--- src/rtl/instr_dispatch.sv ---
// instr_dispatch: latches a 22-bit instruction on a button press and runs a fixed
// SEND/HOLD/DONE handshake to the register file. Optional debounce: DISPATCH_DEBOUNCE_EN.
module instr_dispatch #(
    parameter int unsigned DEBOUNCE_CYCLES = 16
) (
    input  logic        clk,
    input  logic        reset,
    input  logic        btn,
    input  logic [21:0] instr,
    output logic [2:0]  opcode,
    output logic [3:0]  D1,
    output logic [3:0]  r2,
    output logic [3:0]  r3,
    output logic [6:0]  entrada,
    output logic        enviar,
    output logic        busy,
    output logic        done
);

    localparam logic [1:0] ST_IDLE = 2'd0;
    localparam logic [1:0] ST_SEND = 2'd1;
    localparam logic [1:0] ST_HOLD = 2'd2;
    localparam logic [1:0] ST_DONE = 2'd3;

    logic        sync1_q;
    logic        sync2_q;
    logic        deb;
    logic        prev_q;
    logic        press;

    logic [1:0]  state_q, state_d;
    logic        hold_q, hold_d;
    logic [21:0] fields_q, fields_d;
    logic        enviar_q, enviar_d;
    logic        busy_q, busy_d;
    logic        done_q, done_d;

    // Sync flops and the edge detector reset high so a button held through reset
    // never looks like a fresh press.
    always_ff @(posedge clk) begin
        if (reset) begin
            sync1_q <= 1'b1;
            sync2_q <= 1'b1;
            prev_q  <= 1'b1;
        end else begin
            // NOTE: sequential state uses non-blocking assignments so every flop
            // samples the pre-edge value of its neighbour (the sync chain depends on it).
            sync1_q <= btn;
            sync2_q <= sync1_q;
            prev_q  <= deb;
        end
    end

`ifdef DISPATCH_DEBOUNCE_EN
    localparam logic [15:0] CNT_LAST = 16'(DEBOUNCE_CYCLES - 1);

    logic        deb_q, deb_d;
    logic [15:0] cnt_q, cnt_d;

    always_comb begin
        // NOTE: every combinational output gets a default first, so no path
        // through the ifs leaves it unassigned and infers a latch.
        deb_d = deb_q;
        cnt_d = '0;
        if (sync2_q != deb_q) begin
            if (cnt_q == CNT_LAST) begin
                deb_d = sync2_q;
            end else if (cnt_q != 16'hFFFF) begin
                cnt_d = cnt_q + 16'd1;
            end else begin
                cnt_d = cnt_q;
            end
        end
    end

    always_ff @(posedge clk) begin
        if (reset) begin
            deb_q <= 1'b1;
            cnt_q <= '0;
        end else begin
            deb_q <= deb_d;
            cnt_q <= cnt_d;
        end
    end

    assign deb = deb_q;
`else
    logic [15:0] unused_debounce;
    assign unused_debounce = 16'(DEBOUNCE_CYCLES);
    assign deb = sync2_q;
`endif

    assign press = deb & ~prev_q;

    always_comb begin
        state_d  = state_q;
        hold_d   = hold_q;
        fields_d = fields_q;
        case (state_q)
            ST_IDLE: begin
                if (press) begin
                    state_d  = ST_SEND;
                    fields_d = instr;
                end
            end
            ST_SEND: begin
                state_d = ST_HOLD;
                hold_d  = 1'b0;
            end
            ST_HOLD: begin
                if (hold_q) begin
                    state_d = ST_DONE;
                end else begin
                    hold_d = 1'b1;
                end
            end
            default: state_d = ST_IDLE;
        endcase

        // Outputs are decoded from the next state so they appear as registers.
        enviar_d = (state_d == ST_SEND);
        busy_d   = (state_d != ST_IDLE);
        done_d   = (state_d == ST_DONE);
    end

    always_ff @(posedge clk) begin
        if (reset) begin
            state_q  <= ST_IDLE;
            hold_q   <= 1'b0;
            fields_q <= '0;
            enviar_q <= 1'b0;
            busy_q   <= 1'b0;
            done_q   <= 1'b0;
        end else begin
            state_q  <= state_d;
            hold_q   <= hold_d;
            fields_q <= fields_d;
            enviar_q <= enviar_d;
            busy_q   <= busy_d;
            done_q   <= done_d;
        end
    end

    assign {opcode, D1, r2, r3, entrada} = fields_q;
    assign enviar = enviar_q;
    assign busy   = busy_q;
    assign done   = done_q;

endmodule

--- config.mk ---
export PLATFORM = sky130hd
export DESIGN_NAME = instr_dispatch
export DESIGN_NICKNAME = d
export VERILOG_FILES = /design/src/rtl/instr_dispatch.sv
export SDC_FILE = /design/constraint.sdc
export NUM_CORES = 1
export LEC_CHECK = 0
export CAP_MARGIN = 15
export CELL_PAD_IN_SITES_DETAIL_PLACEMENT = 0
export CELL_PAD_IN_SITES_GLOBAL_PLACEMENT = 1
export CORE_MARGIN = 2
export CORE_UTILIZATION = 27
export CTS_BUF_LIST = sky130_fd_sc_hd__clkbuf_8
export CTS_CLUSTER_SIZE = 8
export DETAILED_ROUTE_END_ITERATION = 8
export GPL_TIMING_DRIVEN = 1
export PLACE_DENSITY = 0.84
export SLEW_MARGIN = 20
export SYNTH_ARGS = -nofsm -noshare
export SYNTH_HDL_FRONTEND = slang
export SYNTH_SLANG_ARGS = --single-unit
--- constraint.sdc ---
create_clock -name clk -period 1.29 [get_ports clk]
set_clock_uncertainty 0.15 [all_clocks]
set_input_delay 0.258 -clock clk [delete_from_list [all_inputs] [get_ports clk]]
set_output_delay 0.258 -clock clk [all_outputs]
set_load 0.05 [all_outputs]
==> results.cfg <==
[run_status]
outcome = complete, but fails checks
violations = negative setup slack

[global_route]
gr-usage-all-layers_pct = 13.5
grt_pass1_vias = 945
grt_max_degree = 16
overflow = 0
grt_pass1_wl_mm = 4.46
grt_antenna_before_repair = 0

[synth]
syn-cell-area_um2 = 1090
syn_area_per_cell_um2 = 8.68
yosys_register_bits = 31
synth_compound_area_share_pct = 12.6
synthXorXnorAreaFrac_pct = 0
yosys.area_share.adder_pct = 3.43
syn_inst = 126
ys_seq_area_share_pct = 56.8
synth_nets = 154
yosys.area_share.simple_pct = 21.1
synth.lib_cells_used.distinct = 18
synthMuxAreaShare_pct = 0.915
synth_top_family_by_area = simple AND/OR/NAND/NOR gates
yosys_warnings = 0

[cts]
cts_tree = done
cts_root_buf = clkbuf_8
cts-buffers-inserted = 5
clkLatencyLatePin_ns = 0.27
cts_buffer_depth = 2
path_clk_slew_ns = 0.06
cts_htree_levels = 2
clock-sinks = 31

[final_layout]
seqCellArea_um2 = 623
utilization_pct = 54.6
drive_above_1_share_pct = 36.9
diodes = 0
final_cells = 237
multi_input_area_um2 = 520
final_cell_mix = nand2_1 (41), dfxtp_1 (29), buf_12 (26), clkdlybuf4s50_1 (24), a21oi_1 (13)
layout_commonest_cell = nand2_1
final_area_um2 = 2150
fin_nets = 214
fillers = 344
area_growth_pct = 96.9

[placement]
gp_congestion = 0.841
port_buffers = 49
dp_cells = 226
dpl_worst_slack_ns = -0.200
dpl-instance-area_um2 = 1940
dp_hpwl_mm = 1.89

[setup_path]
r2r_end = fields_q[11]
start_kind = flip-flop
path_class = flip-flop to flip-flop
crit_path_end = fields_q[11]
reg2reg_from = state_q[0]
r2r.worst_path.cells = 7
endpoint_kind = flip-flop
cp.required_ns = 1.29
worstPathMaxFanout = 4
crit_arrival_ns = 1.33
critPathLaunch = state_q[0]
r2r_slack_ns = -0.03

[flow_run]
cap_violations = 0

[floorplan]
std_cell_rows = 23
design.core.area_um2 = 3940
ios = 50
dieHeight_um = 67.6
initial_core_util_pct = 27.7
die-area_um2 = 4580
fp.dieW_um = 67.6

[pwr]
ir_drop_uv = 583
p_leak_nw = 0.797
p_total_mw = 2.13
power.density_nw_per_um2 = 990

[drt]
drtAntennaViolNets = 0
drt_iter0_drc = 39
drc = 0
vias_per_cell = 4.33
vias = 1026
wl_per_cell_um = 11.8
routed_wl_mm = 2.80
drt_first_pass_iters = 4

[sta]
setup_ws_ns = -0.0333
fin_crit_ns = 1.32
fmaxAchievable_ghz = 0.756
worstMarginPinSlew_ns = 0.311
setup_viol = 13
relSlewSlack_pct = 79.2
fin_crit_sh_pct = 103
finalHoldViolCount = 0
drv_slew = 0
rsz0062_at_grt = true

[min_path]
hp-start = sync1_q
hold_class = flip-flop to flip-flop
-- stage by stage --
stage,hold slack [ns],setup TNS (ns)
detailed placement,0.259,-4.18
CTS,0.276,-0.553
global route,0.291,-1.61
global placement,0.247,-3.51
floorplan,0.212,0
finish,0.269,-0.247
-- critical path, cell delays in order (launching register included) --
cell and delay, ns:
dfxtp_2 0.32, inv_2 0.06, ha_4 0.14, nand3b_1 0.12, buf_6 0.15, buf_4 0.14
nand2_1 0.06, a21oi_1 0.06
-- logic make-up (layout without fill, tap and decap cells) --
logic type / after synthesis / count (layout)
compound gates: 26 / 26
buf+inv: 10 / 70
flops: 31 / 31
fa+ha+maj: 3 / 3
mux: 1 / 1
simple gates: 55 / 56
-- flip-flops by register name, indices dropped and copies added, names as in the netlist --
| name | flops |
|---|---|
| enviar | 1 |
| fields_q | 22 |
| state_q | 2 |
| deb | 1 |
| sync1_q | 1 |
| prev_q | 1 |
| done | 1 |
| busy | 1 |
| hold_q | 1 |
-- per-layer routing --
layer / GRT usage [%] / up-vias / share of wire, %
met5: 0 / - / 0
met4: 5.36 / 0 / 0.86
met3: 4.17 / 4 / 4.7
met2: 21.7 / 28 / 50
met1: 16.6 / 468 / 45
li1: - / 526 / -
-- timing repair --
action	CTS	global route
setup endpoints to repair	25	26
endpoints found under the hold margin	0	0
buffers inserted	2	0
gates resized for setup	12	14
cloned	2	0
hold buffers	0	0
pin swaps	12	11
-- worst min path at each step --
stage | endpoint | slack (ns) | depth (start not counted)
5_1_grt | deb | 0.29 | 1
4_1_cts | deb | 0.28 | 1
2_1_floorplan | sync1_q | 0.21 | 1
3_5_place_dp | deb | 0.26 | 1
3_3_place_gp | deb | 0.25 | 1
6_report | deb | 0.27 | 1
-- layout make-up --
type / instances / share of cell area [%]
repair buffers: 59 / 38.8
clock inverters: 1 / 0.174
multi-input cells: 86 / 24.2
inverters: 3 / 0.523
well taps: 50 / 2.91
clock buffers: 7 / 4.47
flip-flops and latches: 31 / 28.9
-- cells in the mapped netlist --
cell type | number | area (µm²)
nand2b_1 | 1 | 6.26
a21boi_1 | 1 | 7.51
nand2_1 | 45 | 169
inv_1 | 3 | 11.3
and3b_2 | 1 | 10.0
nor2_1 | 2 | 7.51
clkbuf_1 | 1 | 3.75
ha_1 | 3 | 37.5
dfxtp_1 | 31 | 621
buf_6 | 2 | 22.5
o211ai_1 | 2 | 15.0
nor2b_1 | 1 | 6.26
nand3b_1 | 1 | 7.51
nand3_1 | 1 | 5.00
or2_2 | 3 | 18.8
a21oi_1 | 23 | 115
buf_2 | 4 | 20.0
mux2i_1 | 1 | 10.0
-- power breakdown --
| part | internal [mW] | switching [mW] |
|---|---|---|
| clock network | 0.478 | 0.318 |
| logic | 0.183 | 0.146 |
| registers | 0.984 | 0.0233 |
Note: power is estimated with default switching activity, not from simulation.
